<file path="src/rtl/phy_gen_pkg.sv">
// Shared types and constants for the PHY traffic generator: data modes, FSM states,
// latched sequence configuration and LFSR feedback taps.
package phy_gen_pkg;

    localparam int unsigned LEN_W  = 16;
    localparam int unsigned GAP_W  = 4;
    localparam int unsigned SYNC_W = 4;

    localparam logic [7:0]  BC_BYTE_DEFAULT = 8'hBC;
    // x^32 + x^22 + x^2 + x + 1 as a Fibonacci tap mask (bits 31, 21, 1, 0)
    localparam logic [31:0] LFSR_TAPS_32    = 32'h8020_0003;

    typedef enum logic [1:0] {
        MODE_MEM   = 2'd0,
        MODE_INC   = 2'd1,
        MODE_PRBS  = 2'd2,
        MODE_CONST = 2'd3
    } mode_e;

    typedef enum logic [2:0] {
        ST_IDLE,
        ST_SYNC,
        ST_PAYLOAD,
        ST_GAP,
        ST_FIN
    } state_e;

    typedef struct packed {
        mode_e             mode;
        logic [LEN_W-1:0]  length;
        logic [GAP_W-1:0]  gap;
    } seq_cfg_t;

    // Maximal-length tap masks for common lane widths; other widths fall back to the 32-bit mask.
    function automatic logic [63:0] lfsr_taps(input int unsigned width);
        case (width)
            8:       return 64'h0000_0000_0000_00B8;
            16:      return 64'h0000_0000_0000_B400;
            64:      return 64'hD800_0000_0000_0000;
            default: return {32'd0, LFSR_TAPS_32};
        endcase
    endfunction

endpackage

</file>
<file path="src/rtl/phy_traffic_gen_if.sv">
// Transmit-side bus between the traffic generator and the PHY input.
interface phy_traffic_gen_if #(
    parameter int unsigned WIDTH = 32,
    parameter int unsigned LANES = 1
);
    logic                     active;
    logic                     valid;
    logic                     ready;
    logic [LANES*WIDTH-1:0]   data_out;

    modport master (output active, output valid, output data_out, input ready);
    modport slave  (input active, input valid, input data_out, output ready);
endinterface

</file>
<file path="src/rtl/phy_lfsr.sv">
// Per-lane Fibonacci LFSR: loadable, advances one step on request, never holds zero after load.
module phy_lfsr
    import phy_gen_pkg::*;
#(
    parameter int unsigned      WIDTH = 32,
    parameter logic [WIDTH-1:0] TAPS  = WIDTH'(LFSR_TAPS_32)
) (
    input  logic             clk,
    input  logic             reset,
    input  logic             load,
    input  logic             advance,
    input  logic [WIDTH-1:0] load_value,
    output logic [WIDTH-1:0] state,
    output logic [WIDTH-1:0] next_c
);

    assign next_c = {state[WIDTH-2:0], ^(state & TAPS)};

    always_ff @(posedge clk) begin
        if (reset) begin
            state <= WIDTH'(1);
        end else if (load) begin
            state <= (load_value == '0) ? WIDTH'(1) : load_value;
        end else if (advance) begin
            state <= next_c;
        end
    end

endmodule

</file>
<file path="src/rtl/phy_traffic_gen.sv">
// Programmable PHY transmit traffic source: start handshake, BC comma run, payload from one
// of four data modes with optional inter-word gaps, honouring downstream backpressure.
module phy_traffic_gen
    import phy_gen_pkg::*;
#(
    parameter int unsigned WIDTH    = 32,
    parameter int unsigned LANES    = 1,
    parameter int unsigned DEPTH    = 8,
    parameter int unsigned BC_COUNT = 2,
    parameter logic [7:0]  BC_BYTE  = BC_BYTE_DEFAULT,
    localparam int unsigned DW      = $clog2(DEPTH),
    localparam int unsigned AW      = $clog2(DEPTH) + $clog2(LANES),
    localparam int unsigned DATA_W  = LANES * WIDTH
) (
    input  logic              clk_f,
    input  logic              reset,
    input  logic              start,
    input  logic [1:0]        mode,
    input  logic [LEN_W-1:0]  length,
    input  logic [GAP_W-1:0]  gap,
    input  logic [WIDTH-1:0]  seed,
    input  logic              cfg_we,
    input  logic [AW-1:0]     cfg_addr,
    input  logic [WIDTH-1:0]  cfg_data,
    phy_traffic_gen_if.master tx,
    output logic              busy,
    output logic              done,
    output logic [LEN_W-1:0]  word_count
);

    localparam int unsigned       N_BYTES = DATA_W / 8;
    localparam logic [DATA_W-1:0] BC_WORD = {N_BYTES{BC_BYTE}};

    state_e              state;
    seq_cfg_t            cfg;
    logic [WIDTH-1:0]    seed_q;
    logic [SYNC_W-1:0]   sync_cnt;
    logic [GAP_W-1:0]    gap_cnt;

    logic [WIDTH-1:0]    mem [0:(2**AW)-1];

    logic                load_c;
    logic                xfer_c;
    logic                last_c;
    logic [LEN_W-1:0]    idx_c;
    logic [DATA_W-1:0]   word_c;
    logic [WIDTH-1:0]    lfsr_q [LANES];
    logic [WIDTH-1:0]    lfsr_n [LANES];

    // Pattern memory, {word, lane} addressed, writable at any time
    always_ff @(posedge clk_f) begin
        if (cfg_we) begin
            mem[cfg_addr] <= cfg_data;
        end
    end

    assign load_c = (state == ST_IDLE) && start;
    assign xfer_c = (state == ST_PAYLOAD) && tx.ready;
    assign last_c = (word_count == LEN_W'(cfg.length - LEN_W'(1)));
    // Index of the word to present next: one ahead when the current word is leaving this edge
    assign idx_c  = xfer_c ? word_count + LEN_W'(1) : word_count;

    for (genvar g = 0; g < int'(LANES); g++) begin : g_lane
        logic [DW-1:0]    widx;
        logic [WIDTH-1:0] lane_c;

        phy_lfsr #(
            .WIDTH (WIDTH),
            .TAPS  (WIDTH'(lfsr_taps(WIDTH)))
        ) u_lfsr (
            .clk        (clk_f),
            .reset      (reset),
            .load       (load_c),
            .advance    (xfer_c),
            .load_value (seed ^ WIDTH'(g)),
            .state      (lfsr_q[g]),
            .next_c     (lfsr_n[g])
        );

        assign widx = idx_c[DW-1:0];

        always_comb begin
            lane_c = seed_q;
            case (cfg.mode)
                MODE_MEM:   lane_c = mem[AW'(32'(widx) * LANES + 32'(g))];
                MODE_INC:   lane_c = seed_q + WIDTH'(idx_c) * WIDTH'(LANES) + WIDTH'(g);
                MODE_PRBS:  lane_c = xfer_c ? lfsr_n[g] : lfsr_q[g];
                MODE_CONST: lane_c = seed_q;
                default:    lane_c = seed_q;
            endcase
        end

        assign word_c[g*WIDTH +: WIDTH] = lane_c;
    end

    // Sequencer with registered bus and status outputs
    always_ff @(posedge clk_f) begin
        if (reset) begin
            state       <= ST_IDLE;
            cfg         <= '0;
            seed_q      <= '0;
            sync_cnt    <= '0;
            gap_cnt     <= '0;
            tx.active   <= 1'b0;
            tx.valid    <= 1'b0;
            tx.data_out <= '0;
            busy        <= 1'b0;
            done        <= 1'b0;
            word_count  <= '0;
        end else begin
            done <= 1'b0;
            case (state)
                ST_IDLE: begin
                    if (start) begin
                        cfg.mode    <= mode_e'(mode);
                        cfg.length  <= length;
                        cfg.gap     <= gap;
                        seed_q      <= seed;
                        word_count  <= '0;
                        sync_cnt    <= '0;
                        state       <= ST_SYNC;
                        tx.active   <= 1'b1;
                        tx.valid    <= 1'b0;
                        tx.data_out <= BC_WORD;
                        busy        <= 1'b1;
                    end
                end
                ST_SYNC: begin
                    if (sync_cnt == SYNC_W'(BC_COUNT - 1)) begin
                        if (cfg.length == '0) begin
                            state       <= ST_FIN;
                            tx.active   <= 1'b0;
                            tx.data_out <= '0;
                            done        <= 1'b1;
                        end else begin
                            state       <= ST_PAYLOAD;
                            tx.valid    <= 1'b1;
                            tx.data_out <= word_c;
                        end
                    end else begin
                        sync_cnt <= sync_cnt + SYNC_W'(1);
                    end
                end
                ST_PAYLOAD: begin
                    if (tx.ready) begin
                        word_count <= word_count + LEN_W'(1);
                        if (last_c) begin
                            state       <= ST_FIN;
                            tx.active   <= 1'b0;
                            tx.valid    <= 1'b0;
                            tx.data_out <= '0;
                            done        <= 1'b1;
                        end else if (cfg.gap != '0) begin
                            state       <= ST_GAP;
                            tx.valid    <= 1'b0;
                            tx.data_out <= '0;
                            gap_cnt     <= cfg.gap - GAP_W'(1);
                        end else begin
                            tx.data_out <= word_c;
                        end
                    end
                end
                ST_GAP: begin
                    if (gap_cnt == '0) begin
                        state       <= ST_PAYLOAD;
                        tx.valid    <= 1'b1;
                        tx.data_out <= word_c;
                    end else begin
                        gap_cnt <= gap_cnt - GAP_W'(1);
                    end
                end
                ST_FIN: begin
                    state <= ST_IDLE;
                    busy  <= 1'b0;
                end
                default: state <= ST_IDLE;
            endcase
        end
    end

endmodule

</file>
<file path="src/flat_wrapper.sv">
// flat-port wrapper written by rule: the top's interface ports become plain ports
module phy_traffic_gen_flat import phy_gen_pkg::*;
#(
    parameter int unsigned WIDTH    = 32,
    parameter int unsigned LANES    = 1,
    parameter int unsigned DEPTH    = 8,
    parameter int unsigned BC_COUNT = 2,
    parameter logic [7:0]  BC_BYTE  = BC_BYTE_DEFAULT,
    localparam int unsigned DW      = $clog2(DEPTH),
    localparam int unsigned AW      = $clog2(DEPTH) + $clog2(LANES),
    localparam int unsigned DATA_W  = LANES * WIDTH
)
  (clk_f, reset, start, mode, length, gap, seed, cfg_we, cfg_addr, cfg_data, busy, done, word_count, tx_active, tx_valid, tx_data_out, tx_ready);
  phy_traffic_gen_if #(.WIDTH(WIDTH), .LANES(LANES)) tx_i ();
  input  logic clk_f;
  input  logic reset;
  input  logic start;
  input  logic [1:0] mode;
  input  logic [LEN_W-1:0] length;
  input  logic [GAP_W-1:0] gap;
  input  logic [WIDTH-1:0] seed;
  input  logic cfg_we;
  input  logic [AW-1:0] cfg_addr;
  input  logic [WIDTH-1:0] cfg_data;
  output logic busy;
  output logic done;
  output logic [LEN_W-1:0] word_count;
  output wire logic [$bits(tx_i.active)-1:0] tx_active;
  output wire logic [$bits(tx_i.valid)-1:0] tx_valid;
  output wire logic [$bits(tx_i.data_out)-1:0] tx_data_out;
  input wire logic [$bits(tx_i.ready)-1:0] tx_ready;
  assign tx_active = tx_i.active;
  assign tx_valid = tx_i.valid;
  assign tx_data_out = tx_i.data_out;
  assign tx_i.ready = tx_ready;
  phy_traffic_gen #(.WIDTH(WIDTH), .LANES(LANES), .DEPTH(DEPTH), .BC_COUNT(BC_COUNT), .BC_BYTE(BC_BYTE)) u_core (.clk_f(clk_f), .reset(reset), .start(start), .mode(mode), .length(length), .gap(gap), .seed(seed), .cfg_we(cfg_we), .cfg_addr(cfg_addr), .cfg_data(cfg_data), .tx(tx_i), .busy(busy), .done(done), .word_count(word_count));
endmodule
</file>
<file path="config.mk">
export PLATFORM = sky130hd
export DESIGN_NAME = phy_traffic_gen_flat
export DESIGN_NICKNAME = d
export VERILOG_FILES = /design/src/rtl/phy_gen_pkg.sv /design/src/rtl/phy_traffic_gen_if.sv /design/src/rtl/phy_lfsr.sv /design/src/rtl/phy_traffic_gen.sv /design/src/flat_wrapper.sv
export SDC_FILE = /design/constraint.sdc
export NUM_CORES = 1
export LEC_CHECK = 0
export ABC_AREA = 1
export CAP_MARGIN = 5
export CELL_PAD_IN_SITES_DETAIL_PLACEMENT = 2
export CELL_PAD_IN_SITES_GLOBAL_PLACEMENT = 2
export CORE_UTILIZATION = 39
export CTS_CLUSTER_SIZE = 14
export DETAILED_ROUTE_END_ITERATION = 8
export PLACE_DENSITY = 0.86
export SLEW_MARGIN = 20
export SYNTH_ARGS = -nofsm -noshare
export SYNTH_HDL_FRONTEND = slang
export SYNTH_SLANG_ARGS = --single-unit
export TNS_END_PERCENT = 10
</file>
<file path="constraint.sdc">
create_clock -name clk_f -period 4.87 [get_ports clk_f]
set_clock_uncertainty 0.05 [all_clocks]
set_input_delay 0.487 -clock clk_f [delete_from_list [all_inputs] [get_ports clk_f]]
set_output_delay 0.487 -clock clk_f [all_outputs]
set_load 0.02 [all_outputs]
</file>
==> summary.md, run 1 <==
| Metric | Value |
|---|---|
| Worst-Skew Late Latency | 0.60 ns |
| Yosys warns | 0 |
| Run status | finished clean |
| Combinational power share | 31.1% |
| Max_cap viols | 0 |
| Post-Syn Area | 0.0195 mm² |
| Layout fillers | 5319 |
| Most frequent cells in the layout | nand2_1 (682), nand3_1 (349), edfxtp_1 (256) |
| Crit path DAT | around 5.0 ns |
| Core area | just under 0.05 mm² |
| Final net count | 2542 |
| Root Buffer | clkbuf_16 |
| Vias | between 15k and 20k |
| Int Pwr | 7000 µW |
| Post-CTS Hold Buffers | 0 |
| Synth Instances | about 2.3k |
| Switching Share | 38.0% |
| Post-CTS Setup Bufs | 0 |
| F_max | 220 MHz |
| H-tree lvl count | 2 |
| Num CTS Buffers | 47 |
| Power per Cell Area | 489 mW/mm² |
| Commonest non-fill, non-tap cell in the layout | nand2_1 |
| Post-detail-place hpwl | 53.8 mm |
| Clock sink total | 405 |
| Fin crit period | 4.54 ns |
| Grt ovf | 0 |
| Post-synth EDFFs | 256 |
| Pre-CTS setup slack | between 0.4 and 0.5 ns |
| Max VDD drop | ~360 µV |
| Flops & latches, synth | 405 |
| Final worst slack | 0.331 ns |
| Synth Area per Inst | ~8.5 µm² |
| Share of cells above drive strength 1 | just over 6% |
| Ys flop type | edfxtp_1 |
| Static Leak | 0.00882 µW |
| Actual slew at the worst max-slew pin | 1.11 ns |
| Number of global-route vias before repair | between 15k and 20k |
| RSZ-0062 raised after global routing | false |
| Setup CP Type | register to register |
| DR pass1 iterations | 5 |
| Critical path startpoint category | register |
| GR Util All Layers | between 30% and 40% |
| Post-CTS Resized | 0 |
| Clk slew on worst S/H paths | 0.06 ns |
| Initial Util | 39.7% |
| Drt wl/cell | around 25 µm |
| Post-route design area | 0.0231 mm² |
| Synth unique cells | 49 |
| Switching Power | 4300 µW |
| # IOs | 146 |
| Vias per cell | about 5.7 |
| Drt drc | 0 |
| DR iter-0 viols | 1108 |
| Final ANT Viol Nets | 0 |
| Routability cong. | 0.872 |
| Tcrit/Tclk final | 93.2% |
| Number of I/O port buffers | between 100 and 150 |
| Max Slew Vio Count | 0 |
| Die area | roughly 0.051 mm² |
| Register area share after synthesis | a little over half |
| Crit-path max FO | 7 |
| Area growth, synth to finish | 18.3% |
| Reg2reg setup slack | 0.33 ns |
| Antenna violations before repair | 3 |
| Asr flop ratio synth | 0% |
| Final setup viols | 0 |
| Final Util | 47.0% |
| Fin Setup TNS | 0 ns |
| Die Span Y | 226 µm |
| Post-Layout Cell Count | 3123 |
| Placed Area | 0.0216 mm² |
| First-pass GRT wire length | 117 mm |
| Nature of the critical path endpoint | register |
| Clock Power Share | 30.7% |
| Syn nets | 2429 |
| Cell Rows | 81 |
| Post-Route WL | about 80 mm |
| Chip width | 226 µm |
| CTS Buffer Depth | 3 |
| Hold WC Path Type | input port to register |
| Hold Fails Final Rpt | 0 |
| Sequential share of power | 38.2% |
| Largest net degree at the start of global routing | 77 |
| Worst path required time | 5.33 ns |
| CTS tree | built |
| Headroom to the max-slew limit | 26.0% |
| Inst Count DP | 3033 |
path summary, 6_finish.rpt:
kind | from | to | cells past startpoint
worst max-delay path | u_core.word_count[0]$_SDFFE_PP0P_ | u_core.tx.data_out[30]$_SDFFE_PP0P_ | 24
worst min-delay path | length[6] | u_core.cfg[10]$_SDFFE_PP0P_ | 3
worst max register to register | u_core.word_count[0]$_SDFFE_PP0P_ | u_core.tx.data_out[30]$_SDFFE_PP0P_ | 24
worst min register to register | u_core.tx.data_out[8]$_SDFFE_PP0P_ | u_core.tx.data_out[8]$_SDFFE_PP0P_ | 2
kinds of logic (layout without fill, tap and decap cells):
family	count (synthesis)	in the layout	share of synthesized area (%)
adder cells (fa/ha/maj)	29	29	1.90
buffers and inverters	304	456	6.57
flip-flops	405	405	54.7
AND/OR/NAND/NOR	1230	1230	27.1
multiplexers	1	1	0.0513
AO/OA/AOI/OAI	321	321	8.93
other	0	1	0
XOR/XNOR	16	16	0.718
Yosys cell counts, types with 6 or more instances:
master    count  area (µm²)
ha_1         28         350
dfxtp_1     149        2980
o22ai_1      59         369
nand2_2       6        37.5
inv_1       176         661
xor2_1        9        78.8
nand4_1      11        68.8
buf_4        11        82.6
nor2_2        6        37.5
edfxtp_1    256        7690
clkinv_1      8        30.0
nand3b_1      6        45.0
buf_2        48         240
nor4_1       10        62.6
or2_2         9        56.3
clkbuf_1     43         161
nor3_1       19        95.1
nand2_1     685        2570
o21ai_0     134         671
nand3_1     349        1750
a21oi_1     111         556
nor2_1      115         432
xnor2_1       7        61.3
inv_2         8        30.0
stage by stage:
step | hold WS [ns] | power [µW]
global placement | 0.402 | 7600
global route | 0.403 | 11800
floorplan | 0.391 | 6370
detailed placement | 0.416 | 7820
CTS | 0.374 | 11300
finish | 0.401 | 11300
layer usage:
layer | wire length [µm] | global-route usage, % | share of wire, %
met5 | 27 | 0 | 0.035
met4 | 2520 | 11.3 | 3.2
met3 | 3510 | 4.14 | 4.5
met2 | 40200 | 55.7 | 52
met1 | 31800 | 37.0 | 41
power groups by stage:
| stage | Clock (µW) | Sequential (µW) | Combinational [µW] |
|---|---|---|---|
| after floorplan | 0 | 4350 | 2020 |
| after global placement | 0 | 4350 | 3250 |
| after detailed placement | 0 | 4380 | 3440 |
| after CTS | 3510 | 4310 | 3510 |
| after global routing | 3630 | 4340 | 3780 |
| final | 3470 | 4320 | 3510 |
critical path, cell delays in order, from the launching register on:
cell	delay [ns]
dfxtp_1	0.56
nand3_1	0.20
nor2_1	0.23
nand4_1	0.21
nor2_1	0.17
nand2_1	0.10
nor2_1	0.16
nand2_1	0.12
nor2_1	0.12
nor2_1	0.05
o21ai_0	0.23
o21ai_0	0.27
ha_1	0.39
inv_1	0.07
nor3_1	0.30
inv_1	0.14
nor2_1	0.15
nand2_1	0.07
nand2_1	0.11
nand2_1	0.09
nand3_1	0.09
nand3_1	0.11
nand2_1	0.16
nand3_1	0.12
a21oi_1	0.22
sequential cells by signal (all words and copies together) (netlist names):
register	cells
u_core.word_count	16
u_core.g_lane.u_lfsr.state	32
u_core.tx.valid	1
u_core.state	3
u_core.cfg	22
u_core.mem	256
u_core.tx.active	1
u_core.tx.data_out	32
u_core.done	1
u_core.gap_cnt	4
u_core.busy	1
u_core.seed_q	32
u_core.sync_cnt	4
layout make-up:
class,instances,area [µm²],share of cell area [%]
flip-flops and latches,405,10700,46.2
multi-input cells,1597,7660,33.2
repair buffers,176,1700,7.37
clock buffers,71,1360,5.88
well taps,664,831,3.60
inverters,192,721,3.12
clock inverters,17,141,0.612
diodes,1,2.50,0.0108
Note: power is estimated with default switching activity, not from simulation.
==> run 2, diff against run 1 <==
--- a/config.mk
+++ b/config.mk
@@ -9,10 +9,10 @@
 export CAP_MARGIN = 5
 export CELL_PAD_IN_SITES_DETAIL_PLACEMENT = 2
 export CELL_PAD_IN_SITES_GLOBAL_PLACEMENT = 2
-export CORE_UTILIZATION = 39
+export CORE_UTILIZATION = 33
 export CTS_CLUSTER_SIZE = 14
 export DETAILED_ROUTE_END_ITERATION = 8
-export PLACE_DENSITY = 0.86
+export PLACE_DENSITY = 0.77
 export SLEW_MARGIN = 20
 export SYNTH_ARGS = -nofsm -noshare
 export SYNTH_HDL_FRONTEND = slang
==> constraint.sdc (replaced) <==
create_clock -name clk_f -period 3.9 [get_ports clk_f]
set_clock_uncertainty 0.05 [all_clocks]
set_input_delay 0.78 -clock clk_f [delete_from_list [all_inputs] [get_ports clk_f]]
set_output_delay 0.78 -clock clk_f [all_outputs]
set_load 0.02 [all_outputs]
==> run 2 against run 1 <==
Against the previous run:
- register-to-register slack got worse by 0.05 ns
- routed wire length increased by 0.11%
- clock power increased by 24%
- non-clock buffer count increased by 105
- power increased by 26%
- critical path depth decreased by 4
- core utilization decreased by 5.3 points
- maximum frequency increased by 25%
- setup slack got worse by 0.051 ns
- global-route usage decreased by 4.7 points
- die area increased by 18%
- first-iteration DRC count decreased by 22%
==> summary.md, run 2 (same netlist as run 1, synthesis figures left out) <==
| Metric | Value |
|---|---|
| CTS tree | built |
| Die Span Y | 245 µm |
| Nature of the critical path endpoint | register |
| Grt met2 use | 46.0% |
| Area growth, synth to finish | 23.8% |
| Setup CP Type | register to register |
| Switching Power | 5390 µW |
| Power per Cell Area | 588 mW/mm² |
| Post-Route WL | between 70 and 80 mm |
| Post-detail-place hpwl | 55.3 mm |
| CTS Buffer Depth | 3 |
| GR Util All Layers | a little over a quarter |
| Tcrit/Tclk final | approximately 93% |
| Number of I/O port buffers | 145 |
| Clock Power Share | a little under a third |
| Final setup viols | 0 |
| Power consumption | 14200 µW |
| Vias per cell | 5.37 |
| Crit-path cells | ha_1 > nand3_2 > nor2_4 > buf_4 > nand2_1 > a21oi_1 > o21ai_0 > o21ai_0 > ha_1 > nand2_1 > inv_1 > a21oi_1 > nand2_1 > nand2_1 > nand2_1 > a21oi_1 > o21ai_0 > nand2_1 > nand3_1 > a21oi_1 |
| Vias | ~18k |
| Worst reg2reg path depth | 20 |
| Int Pwr | 8810 µW |
| Max reg flops | 256 |
| Most frequent CP cell | nand2_1 |
| Fin crit period | 3.62 ns |
| Chip width | 245 µm |
| Combinational power share | 31.7% |
| Clock sink total | 405 |
| CP Depth | 20 |
| Hold WS | 0.414 ns |
| Most frequent cells in the layout | nand2_1 (681), nand3_1 (347), edfxtp_1 (256) |
| Hold path cells | 2 |
| Slowest-stage cell, CP | dfxtp_4 |
| Met3 Use GR | 3.38% |
| Sequential share of power | approximately 38% |
| First-pass GRT wire length | about 120 mm |
| Crit-path max FO | 5 |
| Switching Share | between 30% and 40% |
| Cell Rows | 88 |
| Drt drc | 0 |
| Num CTS Buffers | 48 |
| Max VDD drop | between 400 and 500 µV |
| Routability cong. | between 0.9 and 1 |
| Grt ovf | 0 |
| DR iter-0 viols | 864 |
| Headroom to the max-slew limit | roughly 33% |
| Largest net degree at the start of global routing | between 70 and 80 |
| Worst-Skew Late Latency | 0.61 ns |
| Hold WC Path Type | register to register |
| Commonest non-fill, non-tap cell in the layout | nand2_1 |
| Root Buffer | clkbuf_16 |
| F_max | 276 MHz |
| Initial Util | 33.6% |
| Crit path DAT | 4.09 ns |
| Post-CTS Hold Buffers | 0 |
| Drt wl/cell | roughly 23 µm |
| CP Buf/Inv Count | 2 |
| Actual slew at the worst max-slew pin | approximately 1 ns |
| Core area | 0.0580 mm² |
| Final ANT Viol Nets | 0 |
| Clk slew on worst S/H paths | ~0.06 ns |
| Antenna violations before repair | 5 |
| # IOs | 146 |
| Static Leak | 0.00935 µW |
| Share of cells above drive strength 1 | roughly 11% |
| Worst path max stage delay | 0.38 ns |
| Run status | finished clean |
| Die area | 0.0601 mm² |
| Max_cap viols | 0 |
| Most Crowded Layer GR | met2 |
| Critical path startpoint category | register |
| Most flops, register | u_core.mem |
| Final net count | about 2.6k |
| Hold Fails Final Rpt | 0 |
| DR pass1 iterations | 5 |
| Met1 Use GR | 31.7% |
| Cell family with most CP delay | simple AND/OR/NAND/NOR gates |
| Worst path required time | 4.37 ns |
| H-tree lvl count | 2 |
| Number of global-route vias before repair | 19.7k |
| Max Slew Vio Count | 0 |
## run 2: cell count changes in the layout (fill, tap and decap cells not counted), moves of 5 or more
cell,delta
nor2_2,+7
nor2_1,-9
buf_4,+99
buf_12,+7
o21ai_0,-7
clkinv_1,+5
## run 2: stage by stage
step | setup WS [ns] | util, % | instances | area (µm²) | TNS, ns
after global placement | -0.277 | 38.8 | 3235 | 22500 | -0.383
final | 0.280 | 41.6 | 3330 | 24200 | 0
after detailed placement | -0.379 | 38.8 | 3235 | 22500 | -2.51
after CTS | 0.0112 | 41.4 | 3323 | 24000 | 0
after floorplan | 0.548 | - | 2306 | 19500 | 0
after global routing | -0.0155 | 41.6 | 3329 | 24100 | -0.0239
## run 2: power groups by stage
stage / Combinational [µW] / Sequential (µW) / Clock, µW
floorplan: 2520 / 5440 / 0
finish: 4500 / 5390 / 4300
global placement: 4240 / 5440 / 0
global route: 4900 / 5430 / 4530
detailed placement: 4450 / 5460 / 0
CTS: 4520 / 5390 / 4390
## run 2: final cells by class
cell class                 instances  area [µm²]
clock inverter                    24         188
sequential                       405       10700
multi-input combinational       1597        7750
inverter                         192         721
fill                            6419       33900
antenna                            2        5.00
clock buffer                      64        1290
tap                              765         957
timing repair buffer             281        2560
## run 2: worst paths after layout
check	from	end	slack, ns
worst min-delay path	u_core.gap_cnt[0]$_SDFFE_PP0P_	u_core.gap_cnt[0]$_SDFFE_PP0P_	0.41
worst max-delay path	u_core.word_count[0]$_SDFFE_PP0P_	u_core.tx.data_out[12]$_SDFFE_PP0P_	0.28
worst min register to register	u_core.gap_cnt[0]$_SDFFE_PP0P_	u_core.gap_cnt[0]$_SDFFE_PP0P_	0.41
worst max register to register	u_core.word_count[0]$_SDFFE_PP0P_	u_core.tx.data_out[12]$_SDFFE_PP0P_	0.28
## run 2: layer usage
metal	vias up	part of all wire [%]
li1	8245	-
met1	9100	42
met2	377	50
met3	162	4.0
met4	4	3.8
met5	-	0.024
## run 2: what timing repair did
item / 4_1_cts / 5_1_grt
setup buffers: 0 / 5
resized for setup: 14 / 22
setup endpoints to repair: 20 / 20
pin swaps: 1 / 5
## run 2: worst register-to-register path: cells and delay by family (launching register included)
| family | cells | cell delay (ns) |
|---|---|---|
| buffers and inverters | 2 | 0.19 |
| and+or+nand+nor | 9 | 1.28 |
| DFF | 1 | 0.38 |
| adders and majority gates | 2 | 0.51 |
| AOI/OAI and AO/OA | 7 | 1.17 |
